## config.mk

```make
export PLATFORM = sky130hd
export DESIGN_NAME = l2cache_dirty_flush_ctrl_flat
export DESIGN_NICKNAME = d
export VERILOG_FILES = /design/src/rtl/l2cache_dirty_flush_ctrl_if.sv /design/src/rtl/l2cache_dirty_flush_ctrl.sv /design/src/flat_wrapper.sv
export SDC_FILE = /design/constraint.sdc
export NUM_CORES = 1
export LEC_CHECK = 0
export CAP_MARGIN = 20
export CORE_MARGIN = 2
export CORE_UTILIZATION = 32
export DETAILED_ROUTE_END_ITERATION = 7
export PLACE_DENSITY = 0.69
export SETUP_SLACK_MARGIN = 0.15
export SLEW_MARGIN = 40
export SYNTH_ARGS = -nofsm -noshare
export SYNTH_HDL_FRONTEND = slang
export SYNTH_SLANG_ARGS = --single-unit
```

## constraint.sdc

```tcl
create_clock -name clk -period 3.05 [get_ports clk]
set_input_delay 0.915 -clock clk [delete_from_list [all_inputs] [get_ports clk]]
set_output_delay 0.915 -clock clk [all_outputs]
set_load 0.02 [all_outputs]
```

## src/rtl/l2cache_dirty_flush_ctrl_if.sv

```systemverilog
// Writeback request channel from the flush walker to the L2 writeback unit.
interface l2cache_dirty_flush_ctrl_if #(
  parameter int addr_width = 4
);
  logic                  wb_valid;
  logic                  wb_ready;
  logic [addr_width-1:0] wb_set;
  logic [2:0]            wb_way;

  modport master (output wb_valid, output wb_set, output wb_way, input wb_ready);
  modport slave  (input wb_valid, input wb_set, input wb_way, output wb_ready);
endinterface

```

## src/rtl/l2cache_dirty_flush_ctrl.sv

```systemverilog
// Arbitrates the L2 dirty table between the pipeline and a flush walker that writes back dirty lines.
// Define L2_FLUSH_WBCNT_EN to add the flush_wb_cnt writeback counter output.
module l2cache_dirty_flush_ctrl #(
  parameter int addr_width = 4,
  parameter int way        = 8
) (
  input  logic                  clk,
  input  logic                  rst,
  input  logic [addr_width-1:0] pipe_addr,
  input  logic [addr_width-1:0] pipe_addrw,
  input  logic [2:0]            pipe_way,
  input  logic                  pipe_set1,
  input  logic                  pipe_set0,
  output logic                  pipe_grant,
  input  logic                  flush_req,
  output logic                  flush_busy,
  output logic                  flush_done,
  output logic [addr_width-1:0] dt_addr,
  output logic [addr_width-1:0] dt_addrw,
  output logic [2:0]            dt_way,
  output logic                  dt_set1,
  output logic                  dt_set0,
  input  logic                  dt_dirty,
  l2cache_dirty_flush_ctrl_if.master wb
`ifdef L2_FLUSH_WBCNT_EN
  ,
  output logic [addr_width+3:0] flush_wb_cnt
`endif
);

  typedef enum logic [2:0] {IDLE, RD, CHK, WB, CLR, DONE} state_t;

  localparam logic [2:0]            LAST_WAY = 3'(way - 1);
  localparam logic [addr_width-1:0] LAST_SET = '1;
  localparam logic [addr_width-1:0] SET_ONE  = addr_width'(1);

  state_t                state, state_nxt;
  logic [addr_width-1:0] set_q, set_nxt;
  logic [2:0]            way_q, way_nxt;
  logic                  step;
  logic                  last_entry;
  logic                  wb_fire;

  assign last_entry = (set_q == LAST_SET) && (way_q == LAST_WAY);
  assign wb_fire    = wb.wb_valid && wb.wb_ready;

  always_ff @(posedge clk) begin
    if (rst) begin
      state <= IDLE;
      set_q <= '0;
      way_q <= '0;
    end else begin
      state <= state_nxt;
      set_q <= set_nxt;
      way_q <= way_nxt;
    end
  end

  always_comb begin
    state_nxt = state;
    set_nxt   = set_q;
    way_nxt   = way_q;
    step      = 1'b0;
    case (state)
      IDLE: begin
        if (flush_req) begin
          state_nxt = RD;
          set_nxt   = '0;
          way_nxt   = '0;
        end
      end
      RD:      state_nxt = CHK;
      CHK:     if (dt_dirty) state_nxt = WB; else step = 1'b1;
      WB:      if (wb.wb_ready) state_nxt = CLR;
      CLR:     step = 1'b1;
      DONE:    state_nxt = IDLE;
      default: state_nxt = IDLE;
    endcase
    // Walk order: way is the fast index, set the slow one.
    if (step) begin
      if (last_entry) begin
        state_nxt = DONE;
      end else begin
        state_nxt = RD;
        if (way_q == LAST_WAY) begin
          way_nxt = '0;
          set_nxt = set_q + SET_ONE;
        end else begin
          way_nxt = way_q + 3'd1;
        end
      end
    end
  end

  always_comb begin
    pipe_grant  = (state == IDLE);
    flush_busy  = (state != IDLE);
    flush_done  = (state == DONE);
    wb.wb_valid = (state == WB);
    wb.wb_set   = set_q;
    wb.wb_way   = way_q;
    if (pipe_grant) begin
      dt_addr  = pipe_addr;
      dt_addrw = pipe_addrw;
      dt_way   = pipe_way;
      dt_set1  = pipe_set1;
      dt_set0  = pipe_set0;
    end else begin
      dt_addr  = set_q;
      dt_addrw = set_q;
      dt_way   = way_q;
      dt_set1  = 1'b0;
      dt_set0  = (state == CLR);
    end
  end

`ifdef L2_FLUSH_WBCNT_EN
  always_ff @(posedge clk) begin
    if (rst) begin
      flush_wb_cnt <= '0;
    end else if ((state == IDLE) && flush_req) begin
      flush_wb_cnt <= '0;
    end else if (wb_fire) begin
      flush_wb_cnt <= flush_wb_cnt + (addr_width+4)'(1);
    end
  end
`endif

endmodule

```

## src/flat_wrapper.sv

```systemverilog
// flat-port wrapper written by rule: the top's interface ports become plain ports
module l2cache_dirty_flush_ctrl_flat 
#(
  parameter int addr_width = 4,
  parameter int way        = 8
)
  (clk, rst, pipe_addr, pipe_addrw, pipe_way, pipe_set1, pipe_set0, pipe_grant, flush_req, flush_busy, flush_done, dt_addr, dt_addrw, dt_way, dt_set1, dt_set0, dt_dirty, wb_wb_valid, wb_wb_set, wb_wb_way, wb_wb_ready);
  l2cache_dirty_flush_ctrl_if #(.addr_width(addr_width)) wb_i ();
  input  logic clk;
  input  logic rst;
  input  logic [addr_width-1:0] pipe_addr;
  input  logic [addr_width-1:0] pipe_addrw;
  input  logic [2:0] pipe_way;
  input  logic pipe_set1;
  input  logic pipe_set0;
  output logic pipe_grant;
  input  logic flush_req;
  output logic flush_busy;
  output logic flush_done;
  output logic [addr_width-1:0] dt_addr;
  output logic [addr_width-1:0] dt_addrw;
  output logic [2:0] dt_way;
  output logic dt_set1;
  output logic dt_set0;
  input  logic dt_dirty;
  output wire logic [$bits(wb_i.wb_valid)-1:0] wb_wb_valid;
  output wire logic [$bits(wb_i.wb_set)-1:0] wb_wb_set;
  output wire logic [$bits(wb_i.wb_way)-1:0] wb_wb_way;
  input wire logic [$bits(wb_i.wb_ready)-1:0] wb_wb_ready;
  assign wb_wb_valid = wb_i.wb_valid;
  assign wb_wb_set = wb_i.wb_set;
  assign wb_wb_way = wb_i.wb_way;
  assign wb_i.wb_ready = wb_wb_ready;
  l2cache_dirty_flush_ctrl #(.addr_width(addr_width), .way(way)) u_core (.clk(clk), .rst(rst), .pipe_addr(pipe_addr), .pipe_addrw(pipe_addrw), .pipe_way(pipe_way), .pipe_set1(pipe_set1), .pipe_set0(pipe_set0), .pipe_grant(pipe_grant), .flush_req(flush_req), .flush_busy(flush_busy), .flush_done(flush_done), .dt_addr(dt_addr), .dt_addrw(dt_addrw), .dt_way(dt_way), .dt_set1(dt_set1), .dt_set0(dt_set0), .dt_dirty(dt_dirty), .wb(wb_i));
endmodule
```

==> run_results.csv, run 1 <==
group,metric,value,unit
run_status,status,"finished, final reports clean",
run,drv_cap,0,
detailed_routing,vias,844,
pwr,total_power,0.3897,mW
placement,globalplace.congestion,0.7677,
clocking,clock_latency,270,ps
critical_path,criticalPathCategory,"input pin to output port",
pwr,power.switching,0.1395,mW
floorplanning,pin_count,42,
logic_synthesis,netlist_area,743.2,sq um
clocking,root_buffer,"clkbuf_4",
pwr,p_int,0.2503,mW
global_routing,grt_usage,17.18,%
pwr,swShare,35.78,%
pwr,pwr-share-seq,36.0,%
critical_path,regToRegSetupSlack,1410,ps
critical_path,cp_max_fo,1,
timing,holdWs,511.7,ps
timing,period_needed,2776,ps
timing,clock_skew,2.457,ps
clocking,clk_pin_slew,60,ps
clocking,cts_buffer_depth,2,
placement,dp_hpwl,1597,um
clocking,cts_sinks,10,
finish,final_nets,170,
finish,drive_gt1_share,7.483,%
timing,worst_pin_slew,390.1,ps
timing,post-route-period-util,91.01,%
pwr,pwr_density_cell,331.7,nW/um^2
floorplanning,core,2212,sq um
pwr,leakage,0.5227,nW
floorplanning,die_x,52.19,um
floorplanning,die_area,2724,sq um
floorplanning,placementRows,17,
global_routing,antenna_found_initial,0,
detailed_routing,avgRoutedWirePerCell,12.15,um
global_routing,grt_max_degree,15,
timing,finalMaxSlewViolations,0,
global_routing,grt_overflow,0,
critical_path,critPathArrivalTime,1860,ps
critical_path,cp-start-kind,"input pin",
logic_synthesis,synth_area_per_cell,6.946,sq um
clocking,cts_buffers,3,
logic_synthesis,ys_seq_area_share,26.94,%
timing,fmax,0.3602,GHz
timing,rsz0062_at_grt,"no",
floorplanning,start_util,33.60,%
logic_synthesis,synth_cells,107,
hold_path,worst_hold_path_type,"register to register",
pwr,peakVddDrop,0.0002412,V
timing,finalSetupViolCount,0,
timing,relSlewSlack,73.91,%
pwr,pwr-share-clk,23.5,%
finish,utilization,53.11,%
global_routing,grt_pass1_wl,3456,um
finish,final_common_cell,"nand2_1",
global_routing,grt_pass1_vias,809,
placement,place_inst,172,
finish,nFillCells,244,
floorplanning,die_h,52.19,um
pwr,p_comb_share,40.5,%
logic_synthesis,syn_nets,128,
critical_path,cp-end-kind,"output port",
clocking,htreeDepth,1,
finish,instances_no_fill,175,
detailed_routing,postRouteAntennaNets,0,
timing,hold_violations,0,
placement,io_buffers,41,
finish,diodes,0,
critical_path,critPathRequiredTime,2130,ps
detailed_routing,vias_per_cell,4.823,
logic_synthesis,ys_ff_latch,10,
logic_synthesis,synthDistinctLibCells,33,
detailed_routing,initialDrtViolationCount,9,
logic_synthesis,yosys_warnings,0,
detailed_routing,route.detailed.drc,0,
detailed_routing,finalWirelength,2127,um
clocking,cts_tree,"done",
finish,area_delta_synth_final,58.08,%
detailed_routing,firstDrtPassIters,4,
finish,final_cell_mix,"nand2_1, clkdlybuf4s50_1, dlygate4sd2_1",
## flip-flops by register name (all words and copies together) (netlist names)
register          count
u_core.wb.wb_set      4
u_core.state          3
u_core.wb.wb_way      3
## final cells by class
type / instances / area, sq um / area share, %
multi-input combinational: 85 / 479.2 / 40.79
tap: 28 / 35.03 / 2.982
inverter: 5 / 18.77 / 1.597
timing repair buffer: 44 / 419.2 / 35.68
sequential: 10 / 200.2 / 17.04
clock buffer: 3 / 22.52 / 1.917
## through the flow
| step | area [sq um] | worst slack, ps | setup TNS (ps) |
|---|---|---|---|
| finish | 1175 | 274.1 | 0 |
| global route | 1175 | 190.3 | 0 |
| CTS | 1172 | 180.9 | 0 |
| detailed placement | 1166 | -22.84 | -22.84 |
| global placement | 1166 | -13.79 | -13.79 |
| floorplan | 743.2 | 618.9 | 0 |
## power by group through the flow
stage	clock, mW	sequential (mW)	combinational (mW)
floorplan	0	0.141	0.0932
global placement	0	0.143	0.173
detailed placement	0	0.143	0.174
CTS	0.0975	0.140	0.160
global route	0.105	0.141	0.173
finish	0.0916	0.140	0.158
## critical path, stage by stage
cell and delay (ps):
clkdlybuf4s50_1 450, nor2_1 40, nor3_1 110, dlygate4sd2_1 350
## path summary, 6_finish.rpt
kind | startpoint | to | depth (start not counted)
max | pipe_set0 | dt_set0 | 4
min | u_core.wb.wb_way[1]$_SDFF_PP0_ | u_core.wb.wb_way[1]$_SDFF_PP0_ | 2
max reg2reg | u_core.wb.wb_set[0]$_SDFF_PP0_ | u_core.wb.wb_way[2]$_SDFF_PP0_ | 5
min reg2reg | u_core.wb.wb_way[1]$_SDFF_PP0_ | u_core.wb.wb_way[1]$_SDFF_PP0_ | 2
## repair_timing
| action | 4_1_cts | 5_1_grt |
|---|---|---|
| buffers inserted | 0 | 0 |
| setup endpoints to repair | 13 | 1 |
| endpoints found under the hold margin | 0 | 0 |
| gates resized for setup | 13 | 1 |
| hold buffers | 0 | 0 |
## cells by family after synthesis
logic type	Yosys count	synth area share (%)
simple gates	55	36.53
compound gates	27	22.90
buf+inv	12	8.583
flops	10	26.94
fa+ha+maj	3	5.051
## synthesized netlist by cell type
cell	number	area, sq um
a211oi_1	1	7.510
a21o_1	1	7.510
a21oi_1	9	45.04
a21oi_2	1	8.760
a31oi_1	1	6.260
and2_1	1	6.260
and3_1	2	12.51
buf_1	1	3.750
buf_2	3	15.01
buf_6	2	22.52
clkbuf_1	1	3.750
dfxtp_1	10	200.2
ha_1	3	37.54
inv_1	4	15.01
inv_2	1	3.750
nand2_1	33	123.9
nand3_1	3	15.01
nand3b_1	1	7.510
nand4b_1	1	8.760
nor2_1	5	18.77
nor2b_1	2	12.51
nor3_1	1	5.000
nor3b_2	1	12.51
nor4b_4	1	23.77
o211ai_1	4	30.03
o21a_1	1	7.510
o21ai_0	5	25.02
o21ai_2	1	8.760
o21bai_1	1	7.510
o2bb2ai_1	1	8.760
o31ai_1	1	7.510
or2_0	2	12.51
or3_1	2	12.51
## metal layers
layer | global-route usage (%) | vias to the layer above | part of all wire (%)
met3 | 6.000 | 4 | 3.9
met2 | 29.54 | 15 | 51
met1 | 19.79 | 379 | 44
met4 | 5.556 | 0 | 0.85
li1 | - | 446 | -
met5 | 0 | - | 0
No activity file was read; power rests on OpenSTA's default activity.
==> inputs of run 2 (changes only) <==
Settings changed: ABC_AREA set to 1.
==> run 2 against run 1 <==
  * Sequential cell count is the same
  * Combinational power rose by 47%
  * First-iteration DRC count decreased by 33%
  * Register-to-register slack better by 180 ps
  * Sequential power up 5%
  * Critical path type unchanged
  * Critical endpoint unchanged
  * Largest cell class unchanged
==> run_results.csv, run 2 <==
group,metric,value,unit
critical_path,slowest_delay,450,ps
logic_synthesis,synth_cells,116,
timing,worst_pin_slew,326.3,ps
timing,fmax,0.3629,GHz
logic_synthesis,yosysMostFrequentCell,"nand2_1",
finish,final_cell_mix,"nand2_1, clkdlybuf4s50_1, dlygate4sd2_1",
run,drv_cap,0,
global_routing,grt_use_met3,3.714,%
logic_synthesis,yosys_warnings,0,
clocking,cts_buffer_depth,2,
detailed_routing,postRouteAntennaNets,0,
global_routing,antenna_found_initial,0,
timing,rsz0062_at_grt,"no",
critical_path,critPathArrivalTime,1840,ps
critical_path,cp_max_fo,1,
logic_synthesis,yosysTopAreaCell,"dfxtp_1",
clocking,cts_tree,"done",
logic_synthesis,synth_edf_count,0,
detailed_routing,initialDrtViolationCount,6,
finish,area.sequential,200.2,sq um
logic_synthesis,ys_seq_area_share,26.67,%
floorplanning,placementRows,17,
finish,drive_gt1_share,15.09,%
timing,clock_skew,1.628,ps
timing,finalMaxSlewViolations,0,
detailed_routing,vias_per_cell,4.717,
logic_synthesis,netlist_area,750.7,sq um
timing,relSlewSlack,78.18,%
pwr,peakVddDrop,0.0003162,V
detailed_routing,vias,882,
clocking,cts_setup_buffers,0,
logic_synthesis,synth_area_leaders,"dfxtp_1, nand2_1, nand3_1, a21oi_1, nor2_1",
detailed_routing,avgRoutedWirePerCell,10.53,um
logic_synthesis,synth_top_area_share,26.67,%
finish,final_common_cell,"nand2_1",
placement,io_buffers,41,
timing,tns,0,ps
finish,largest_reg_flops,4,
finish,final_nets,181,
floorplanning,die_area,2749,sq um
finish,area_delta_synth_final,59.67,%
critical_path,cp_cell_sequence,"clkdlybuf4s50_1 > nor2_1 > nor2_1 > dlygate4sd2_1",
floorplanning,start_util,33.94,%
clocking,htreeDepth,1,
critical_path,cp-end-kind,"output port",
pwr,pwr_density_cell,416.9,nW/um^2
floorplanning,die_x,52.44,um
clocking,cts_buffers,3,
global_routing,grt_busiest_layer,"met2",
global_routing,grt_pass1_wl,3084,um
pwr,leakage,0.5669,nW
finish,utilization,54.19,%
timing,holdWs,522.8,ps
clocking,root_buffer,"clkbuf_4",
timing,hold_violations,0,
global_routing,grt_usage,14.80,%
critical_path,criticalPathCategory,"input pin to output port",
logic_synthesis,synthDistinctLibCells,20,
detailed_routing,firstDrtPassIters,3,
detailed_routing,route.detailed.drc,0,
finish,multiInputGateArea,484.2,sq um
global_routing,grt_overflow,0,
global_routing,grt_pass1_vias,753,
critical_path,crit_slowest_cell,"clkdlybuf4s50_1",
logic_synthesis,yosys-top-cells-count,"nand2_1, nand3_1, nor2_1",
logic_synthesis,ys.flop_type,"dfxtp_1",
timing,finalSetupViolCount,0,
run_status,status,"finished, final reports clean",
logic_synthesis,async_flop_share,0,%
logic_synthesis,ys_ff_latch,10,
clocking,clk_pin_slew,70,ps
critical_path,cp-start-kind,"input pin",
global_routing,grt_max_degree,14,
clocking,cts_sinks,10,
clocking,clock_latency,270,ps
timing,period_needed,2756,ps
timing,post-route-period-util,90.35,%
global_routing,use_met2,24.58,%
global_routing,grt.met1_usage,17.85,%
critical_path,critPathRequiredTime,2130,ps
logic_synthesis,syn_nets,137,
detailed_routing,finalWirelength,1970,um
floorplanning,pin_count,42,
critical_path,crit_path_frequent_cell,"nor2_1",
logic_synthesis,synth_area_per_cell,6.472,sq um
finish,nFillCells,239,
floorplanning,die_h,52.44,um
hold_path,worst_hold_path_type,"register to register",
floorplanning,core,2212,sq um
placement,dp_hpwl,1554,um
placement,globalplace.congestion,0.7014,
finish,diodes,0,
==> run 2: final timing paths <==
path	start	end	slack, ps	depth (start not counted)
worst max-delay path	pipe_set0	dt_set0	290	4
worst min-delay path	u_core.wb.wb_way[0]$_SDFF_PP0_	u_core.wb.wb_way[0]$_SDFF_PP0_	520	2
worst max register to register	u_core.wb.wb_way[1]$_SDFF_PP0_	u_core.wb.wb_set[3]$_SDFF_PP0_	1590	7
worst min register to register	u_core.wb.wb_way[0]$_SDFF_PP0_	u_core.wb.wb_way[0]$_SDFF_PP0_	520	2
==> run 2: layer usage <==
metal  wire length (um)  share of wire (%)
met1                894                 45
met2                809                 41
met3                243                 12
met4                 23                1.2
met5                  0                  0
==> run 2: report_power, final <==
part           internal [mW]  switching (mW)
Clock                 0.0725          0.0475
Combinational         0.0937           0.139
Sequential             0.137         0.00942
Total                  0.304           0.196
==> run 2: kinds of logic (layout without fill, tap and decap cells) <==
| logic type | after synthesis | count (layout) | share of synthesized area [%] |
|---|---|---|---|
| AND/OR/NAND/NOR | 77 | 77 | 52.17 |
| buffers and inverters | 15 | 58 | 8.834 |
| AO/OA/AOI/OAI | 11 | 11 | 7.332 |
| flip-flops | 10 | 10 | 26.67 |
| adder cells (fa/ha/maj) | 3 | 3 | 5.001 |
==> run 2: final cells by class <==
type	count	area share [%]
multi-input combinational	91	40.40
clock buffer	4	3.027
inverter	13	4.071
timing repair buffer	41	32.88
sequential	10	16.70
tap	28	2.923
==> run 2: timing repair <==
action | 4_1_cts | 5_1_grt
hold endpoints to repair | 0 | 0
setup endpoints to repair | 13 | 0
hold buffers | 0 | 0
gates resized for setup | 13 | 0
==> run 2: stage by stage <==
step	instances	total power [mW]	worst slack, ps	cell area, sq um
3_5_place_dp	183	0.4050	10.13	1179
2_1_floorplan	116	0.2967	893.3	750.7
6_report	187	0.4997	294.5	1199
3_3_place_gp	183	0.4026	30.13	1179
5_1_grt	187	0.5327	217.2	1199
4_1_cts	187	0.5053	280.3	1199
==> run 2: worst max-delay path, delay by kind of cell <==
family,cells,cell delay [ps]
buffers and inverters,2,790
and+or+nand+nor,2,140
==> inputs of run 3 (changes only) <==
Settings changed: SKIP_LAST_GASP set to 1.
==> results of run 3 <==
No change in the layout: final DEF, timing and power equal those of run 2.
